**config.mk**
```make
export PLATFORM = sky130hd
export DESIGN_NAME = branch_target_predictor_flat
export DESIGN_NICKNAME = d
export VERILOG_FILES = /design/src/rtl/branch_target_predictor_pkg.sv /design/src/rtl/branch_target_predictor_if.sv /design/src/rtl/branch_target_predictor_sat_counter.sv /design/src/rtl/branch_target_predictor.sv /design/src/flat_wrapper.sv
export SDC_FILE = /design/constraint.sdc
export NUM_CORES = 1
export LEC_CHECK = 0
export CORE_UTILIZATION = 57
export DETAILED_ROUTE_END_ITERATION = 16
export DONT_BUFFER_PORTS = 1
export GPL_ROUTABILITY_DRIVEN = 0
export HOLD_SLACK_MARGIN = 0.12
export PLACE_DENSITY_LB_ADDON = 0.15
export SETUP_SLACK_MARGIN = 0.2
export SLEW_MARGIN = 20
export SYNTH_ARGS = -nofsm -noshare
export SYNTH_HDL_FRONTEND = slang
export SYNTH_SLANG_ARGS = --single-unit
export TNS_END_PERCENT = 1
```
**constraint.sdc**
```tcl
create_clock -name clk -period 3.9 [get_ports clk]
set_input_delay 0.39 -clock clk [delete_from_list [all_inputs] [get_ports clk]]
set_output_delay 0.39 -clock clk [all_outputs]
set_load 0.005 [all_outputs]
```
**src/rtl/branch_target_predictor_pkg.sv**
```systemverilog
// Shared types and helpers for the branch target predictor.
// The direction counter lives in its own sub-module, so the entry struct omits it.
package branch_target_predictor_pkg;

    localparam logic [31:0] PC_STEP = 32'd4;
    localparam int unsigned TAG_MAX = 30;

    typedef struct packed {
        logic               valid;
        logic [TAG_MAX-1:0] tag;
        logic [31:0]        target;
    } bp_entry_t;

    function automatic logic [31:0] sat_max(input int unsigned w);
        return (w >= 32) ? 32'hFFFF_FFFF : ((32'd1 << w) - 32'd1);
    endfunction

    function automatic logic [31:0] sat_inc(input logic [31:0] v, input int unsigned w);
        return (v >= sat_max(w)) ? sat_max(w) : v + 32'd1;
    endfunction

    function automatic logic [31:0] sat_dec(input logic [31:0] v);
        return (v == 32'd0) ? 32'd0 : v - 32'd1;
    endfunction

endpackage

```
**src/rtl/branch_target_predictor_if.sv**
```systemverilog
// IF-stage lookup and EX-stage training bus of the branch target predictor.
// Statistics signals exist only when BP_STATS_EN is defined.
interface branch_target_predictor_if;

    logic        stall;
    logic [31:0] lookup_pc;
    logic        predict_taken;
    logic [31:0] predict_pc;
    logic        upd_valid;
    logic [31:0] upd_pc;
    logic        upd_taken;
    logic [31:0] upd_target;
    logic        upd_mispredict;
`ifdef BP_STATS_EN
    logic [31:0] stat_branches;
    logic [31:0] stat_mispredicts;

    modport master (
        output stall, lookup_pc, upd_valid, upd_pc, upd_taken, upd_target, upd_mispredict,
        input  predict_taken, predict_pc, stat_branches, stat_mispredicts
    );
    modport slave (
        input  stall, lookup_pc, upd_valid, upd_pc, upd_taken, upd_target, upd_mispredict,
        output predict_taken, predict_pc, stat_branches, stat_mispredicts
    );
`else
    modport master (
        output stall, lookup_pc, upd_valid, upd_pc, upd_taken, upd_target, upd_mispredict,
        input  predict_taken, predict_pc
    );
    modport slave (
        input  stall, lookup_pc, upd_valid, upd_pc, upd_taken, upd_target, upd_mispredict,
        output predict_taken, predict_pc
    );
`endif

endinterface

```
**src/rtl/branch_target_predictor_sat_counter.sv**
```systemverilog
// Saturating up/down direction counter with load; resets to weakly-not-taken,
// load writes weakly-taken.
module branch_target_predictor_sat_counter
    import branch_target_predictor_pkg::*;
#(
    parameter int unsigned W = 2
) (
    input  logic         clk,
    input  logic         rst_n,
    input  logic         inc_i,
    input  logic         dec_i,
    input  logic         load_i,
    output logic [W-1:0] cnt_o
);

    localparam logic [W-1:0] RST_VAL  = W'((32'd1 << (W - 1)) - 32'd1);
    localparam logic [W-1:0] LOAD_VAL = W'(32'd1 << (W - 1));

    logic [W-1:0] cnt_q, cnt_d;

    always_comb begin
        cnt_d = cnt_q;
        if (load_i) begin
            cnt_d = LOAD_VAL;
        end else if (inc_i) begin
            cnt_d = W'(sat_inc(32'(cnt_q), W));
        end else if (dec_i) begin
            cnt_d = W'(sat_dec(32'(cnt_q)));
        end
    end

    always_ff @(posedge clk or negedge rst_n) begin
        if (!rst_n) begin
            cnt_q <= RST_VAL;
        end else begin
            cnt_q <= cnt_d;
        end
    end

    assign cnt_o = cnt_q;

endmodule

```
**src/rtl/branch_target_predictor.sv**
```systemverilog
// Direct-mapped branch target buffer with per-entry saturating direction counters.
// Define BP_STATS_EN to add saturating resolved-branch / misprediction counters.
module branch_target_predictor
    import branch_target_predictor_pkg::*;
#(
    parameter int unsigned ENTRIES = 16,
    parameter int unsigned TAG_W   = 8,
    parameter int unsigned CNT_W   = 2
) (
    input  logic                      clk,
    input  logic                      rst_n,
    branch_target_predictor_if.slave  bus
);

    localparam int unsigned IDX_W = $clog2(ENTRIES);

    if (ENTRIES < 2 || (ENTRIES & (ENTRIES - 1)) != 0) begin : g_bad_entries
        $error("ENTRIES must be a power of two and at least 2");
    end
    if (IDX_W + TAG_W + 2 > 32) begin : g_bad_tag
        $error("IDX_W + TAG_W + 2 must not exceed 32");
    end
    if (CNT_W < 1 || CNT_W > 32) begin : g_bad_cnt
        $error("CNT_W must be between 1 and 32");
    end

    function automatic logic [IDX_W-1:0] idx_of(input logic [31:0] pc);
        return pc[IDX_W+1:2];
    endfunction

    function automatic logic [TAG_MAX-1:0] tag_of(input logic [31:0] pc);
        return TAG_MAX'(pc[IDX_W+TAG_W+1:IDX_W+2]);
    endfunction

    bp_entry_t          tbl_q [ENTRIES];
    bp_entry_t          tbl_d [ENTRIES];
    logic [CNT_W-1:0]   cnt_w [ENTRIES];

    logic [IDX_W-1:0]   lk_idx, upd_idx;
    logic [TAG_MAX-1:0] lk_tag, upd_tag;
    bp_entry_t          lk_entry, upd_entry;
    logic               lk_hit, upd_hit, upd_en;

    assign lk_idx   = idx_of(bus.lookup_pc);
    assign lk_tag   = tag_of(bus.lookup_pc);
    assign lk_entry = tbl_q[lk_idx];
    assign lk_hit   = lk_entry.valid && (lk_entry.tag == lk_tag);

    // Lookup reads registered state only, so a same-cycle update is not bypassed.
    assign bus.predict_taken = lk_hit && cnt_w[lk_idx][CNT_W-1];
    assign bus.predict_pc    = bus.predict_taken ? lk_entry.target : bus.lookup_pc + PC_STEP;

    assign upd_idx   = idx_of(bus.upd_pc);
    assign upd_tag   = tag_of(bus.upd_pc);
    assign upd_entry = tbl_q[upd_idx];
    assign upd_hit   = upd_entry.valid && (upd_entry.tag == upd_tag);
    assign upd_en    = bus.upd_valid && !bus.stall;

    // Taken outcomes always rewrite the whole entry: refresh on hit, allocate on miss.
    always_comb begin
        tbl_d = tbl_q;
        if (upd_en && bus.upd_taken) begin
            tbl_d[upd_idx] = '{valid: 1'b1, tag: upd_tag, target: bus.upd_target};
        end
    end

    always_ff @(posedge clk or negedge rst_n) begin
        if (!rst_n) begin
            for (int i = 0; i < int'(ENTRIES); i++) begin
                tbl_q[i] <= '0;
            end
        end else begin
            tbl_q <= tbl_d;
        end
    end

    for (genvar g = 0; g < int'(ENTRIES); g++) begin : g_cnt
        logic sel;
        assign sel = upd_en && (upd_idx == IDX_W'(g));

        branch_target_predictor_sat_counter #(
            .W (CNT_W)
        ) u_cnt (
            .clk    (clk),
            .rst_n  (rst_n),
            .inc_i  (sel && upd_hit && bus.upd_taken),
            .dec_i  (sel && upd_hit && !bus.upd_taken),
            .load_i (sel && !upd_hit && bus.upd_taken),
            .cnt_o  (cnt_w[g])
        );
    end

`ifdef BP_STATS_EN
    logic [31:0] stat_br_q, stat_br_d;
    logic [31:0] stat_mp_q, stat_mp_d;

    always_comb begin
        stat_br_d = stat_br_q;
        stat_mp_d = stat_mp_q;
        if (upd_en) begin
            if (stat_br_q != 32'hFFFF_FFFF) begin
                stat_br_d = stat_br_q + 32'd1;
            end
            if (bus.upd_mispredict && stat_mp_q != 32'hFFFF_FFFF) begin
                stat_mp_d = stat_mp_q + 32'd1;
            end
        end
    end

    always_ff @(posedge clk or negedge rst_n) begin
        if (!rst_n) begin
            stat_br_q <= '0;
            stat_mp_q <= '0;
        end else begin
            stat_br_q <= stat_br_d;
            stat_mp_q <= stat_mp_d;
        end
    end

    assign bus.stat_branches    = stat_br_q;
    assign bus.stat_mispredicts = stat_mp_q;

    logic unused_pc_bits;
    assign unused_pc_bits = ^{bus.lookup_pc, bus.upd_pc};
`else
    logic unused_pc_bits;
    assign unused_pc_bits = ^{bus.lookup_pc, bus.upd_pc, bus.upd_mispredict};
`endif

endmodule

```
**src/flat_wrapper.sv**
```systemverilog
// flat-port wrapper written by rule: the top's interface ports become plain ports
module branch_target_predictor_flat import branch_target_predictor_pkg::*;
#(
    parameter int unsigned ENTRIES = 16,
    parameter int unsigned TAG_W   = 8,
    parameter int unsigned CNT_W   = 2
)
  (clk, rst_n, bus_stall, bus_lookup_pc, bus_upd_valid, bus_upd_pc, bus_upd_taken, bus_upd_target, bus_upd_mispredict, bus_predict_taken, bus_predict_pc);
  branch_target_predictor_if bus_i ();
  input  logic clk;
  input  logic rst_n;
  input wire logic [$bits(bus_i.stall)-1:0] bus_stall;
  input wire logic [$bits(bus_i.lookup_pc)-1:0] bus_lookup_pc;
  input wire logic [$bits(bus_i.upd_valid)-1:0] bus_upd_valid;
  input wire logic [$bits(bus_i.upd_pc)-1:0] bus_upd_pc;
  input wire logic [$bits(bus_i.upd_taken)-1:0] bus_upd_taken;
  input wire logic [$bits(bus_i.upd_target)-1:0] bus_upd_target;
  input wire logic [$bits(bus_i.upd_mispredict)-1:0] bus_upd_mispredict;
  output wire logic [$bits(bus_i.predict_taken)-1:0] bus_predict_taken;
  output wire logic [$bits(bus_i.predict_pc)-1:0] bus_predict_pc;
  assign bus_i.stall = bus_stall;
  assign bus_i.lookup_pc = bus_lookup_pc;
  assign bus_i.upd_valid = bus_upd_valid;
  assign bus_i.upd_pc = bus_upd_pc;
  assign bus_i.upd_taken = bus_upd_taken;
  assign bus_i.upd_target = bus_upd_target;
  assign bus_i.upd_mispredict = bus_upd_mispredict;
  assign bus_predict_taken = bus_i.predict_taken;
  assign bus_predict_pc = bus_i.predict_pc;
  branch_target_predictor #(.ENTRIES(ENTRIES), .TAG_W(TAG_W), .CNT_W(CNT_W)) u_core (.clk(clk), .rst_n(rst_n), .bus(bus_i));
endmodule
```
==> results.cfg <==
[routing]
vias = 21500
drt-pass1-iter-count = 5
route.detailed.drc = 0
wl_per_cell_um = 26.3
ant_nets = 0
routed_wl_mm = 87.7
drt-initial-drc-count = 1970
vias_per_cell = 6.44

[synth]
syn_inst = 2558
syn-num-nets = 2661
synth_edf_count = 0
synthArstFlopShare = 1.00
synth_ff_type = dfrtp_1
synth_cell_type_count = 50
syn-cell-area_um2 = 33600
ys_seq_elements = 688
ys_warn_count = 0
avgSynthCellArea_um2 = 13.1
seq_area_frac_synth = 0.513

[die]
start_util = 0.580
die_h_um = 245
fp-row-count = 88
io_pins = 135
die_w_um = 245
dieArea_um2 = 59900
core_um2 = 57900

[placement]
port_buffers = 0
dp_cells = 3152
hpwl_mm = 47.3
pre_cts_slack_ps = 273
place_area_um2 = 34100

[timing]
clock_skew_ps = 10.4
setup_viol = 23
finalCriticalPeriod_ps = 3960
setup_ws_ps = -57.7
rsz0062_at_grt = true
max_freq_mhz = 253
hold_viol = 104
fin_hold_ws_ps = -511
finalCritPeriodShare = 1.01
worstMarginPinSlew_ps = 4500
relSlewSlack = -2.00
slew_violations = 618
setup-tns-final_ps = -852

[clock_network]
cts.clk_slew.worst_paths_ps = 60
cts-buffers-inserted = 74
clkSinkCount = 688
ctsLongestPathBuffers = 3
insertion_delay_ps = 620
post_cts.repair.setup_buffers = 0
clock-root-buffer = clkbuf_16
hold_buffers = 42
htreeDepth = 3
cts_tree = yes

[setup_path]
cp-end-kind = output port
required_ps = 3510
arrival_ps = 3570
worstPathMaxFanout = 25
cp-start-kind = flop
worst-setup-path-type = flop to output port

[grt]
top_usage_layer = met2
grt_pass1_vias = 22500
grt_start_max_net_pins = 689
grt_first_pass_wirelength_mm = 137
grt-ovfl-total = 0
grtUsageMet3 = 0.0538
grt.met1_usage = 0.433
antenna_found_initial = 4
grt_use_total = 0.304
grtUsageMet2 = 0.481

[final_layout]
multiInputGateArea_um2 = 15500
nFillCells = 4298
postLayoutCellArea_um2 = 37000
drive_gt1_frac = 0.359
final_nets = 2608
syn2layout_area_growth_pct = 10.2
layoutNonFillerInstCount = 3331
seqCellArea_um2 = 17200

[power_and_ir_drop]
p_per_area_nw_per_um2 = 481
power.leakage_uw = 0.0172
irDropWorstVdd_mv = 0.395

[worst_hold_path]
min_path_type = input pin to async pin

[run_status]
status = finished, violations left
violations = hold timing, slew limit, setup timing

[flow_run]
maxCapViolations = 0
critical path: stages, from the launching register on:
cell     delay, ps
dfrtp_1        400
mux4_1         510
mux4_2         500
xnor2_2        150
nand4_1        180
or4_4          590
buf_12         200
mux2_4         360
cell usage after synthesis, types with 21 or more instances:
master	count	area share
clkbuf_1	157	0.018
nor2_1	37	0.0041
inv_1	25	0.0028
o21ai_0	25	0.0037
mux2i_1	36	0.011
a21oi_1	38	0.0057
nand2_1	550	0.061
mux2_2	486	0.16
mux4_2	212	0.14
nand3_1	27	0.0040
xnor2_1	39	0.010
dfrtp_1	672	0.50
buf_1	21	0.0023
mux2_4	28	0.013
o22ai_1	21	0.0039
metrics by stage:
stage	power, µW	utilization
6_report	17800	0.639
5_1_grt	18500	0.639
4_1_cts	17900	0.638
3_5_place_dp	10800	0.589
3_3_place_gp	10600	0.589
2_1_floorplan	10500	-
logic make-up after synthesis:
family,share of synthesized area
XOR/XNOR,0.0136
adder cells (fa/ha/maj),0.000373
buffers and inverters,0.0291
multiplexers,0.335
flip-flops,0.513
AND/OR/NAND/NOR,0.0816
AO/OA/AOI/OAI,0.0272
registers in the layout, indices dropped and copies added, names as in the netlist:
register and cells:
u_core.g_cnt.u_cnt.cnt_o 32, u_core.tbl_q 656
report_power, final:
group          leakage, µW  internal, µW  switching [µW]
clock              0.00119          4050            2920
sequential         0.00902          8110             545
combinational      0.00694          1390             773
total               0.0172         13600            4240
cell type report:
class | count | share of cell area
diodes | 2 | 0.000135
clock buffers | 114 | 0.0596
clock inverters | 21 | 0.00541
inverters | 26 | 0.00264
multi-input cells | 1638 | 0.419
flip-flops and latches | 688 | 0.466
well taps | 765 | 0.0259
repair buffers | 77 | 0.0215
cells in the final DEF, fill, tap and decap left out, types with 28 or more instances in the layout:
| master | Yosys | final |
|---|---|---|
| clkbuf_16 | 0 | 77 |
| xnor2_1 | 39 | 38 |
| nand2_1 | 550 | 550 |
| mux2_4 | 28 | 28 |
| a21oi_1 | 38 | 38 |
| mux4_2 | 212 | 212 |
| mux2_2 | 486 | 486 |
| dfrtp_1 | 672 | 672 |
| dlygate4sd3_1 | 0 | 42 |
| mux2i_1 | 36 | 35 |
worst paths after layout:
path,start,end,slack [ps],depth (start not counted)
max,u_core.tbl_q[602]$_DFFE_PN0P_,bus_predict_pc[14],-60,7
min in group clk,bus_upd_taken,u_core.g_cnt[0].u_cnt.cnt_o[0]$_DFFE_PN1P_,180,4
max in group asynchronous,rst_n,u_core.tbl_q[394]$_DFFE_PN0P_,920,0
min,rst_n,u_core.tbl_q[538]$_DFFE_PN0P_,-510,0
max reg2reg,u_core.tbl_q[34]$_DFFE_PN0P_,u_core.g_cnt[11].u_cnt.cnt_o[1]$_DFFE_PN0P_,1310,7
min reg2reg,u_core.tbl_q[774]$_DFFE_PN0P_,u_core.tbl_q[774]$_DFFE_PN0P_,470,2
per-layer routing:
layer,up-vias,wire [µm]
met1,11500,37900
met4,4,2460
met3,174,5470
met5,-,30
li1,9040,-
met2,754,41800
timing repair:
item                       4_1_cts  5_1_grt
pin swaps                        3        2
gates resized for setup          3        1
setup endpoints to repair       33       33
hold endpoints to repair      1343      688
No activity file was read; power rests on OpenSTA's default activity.
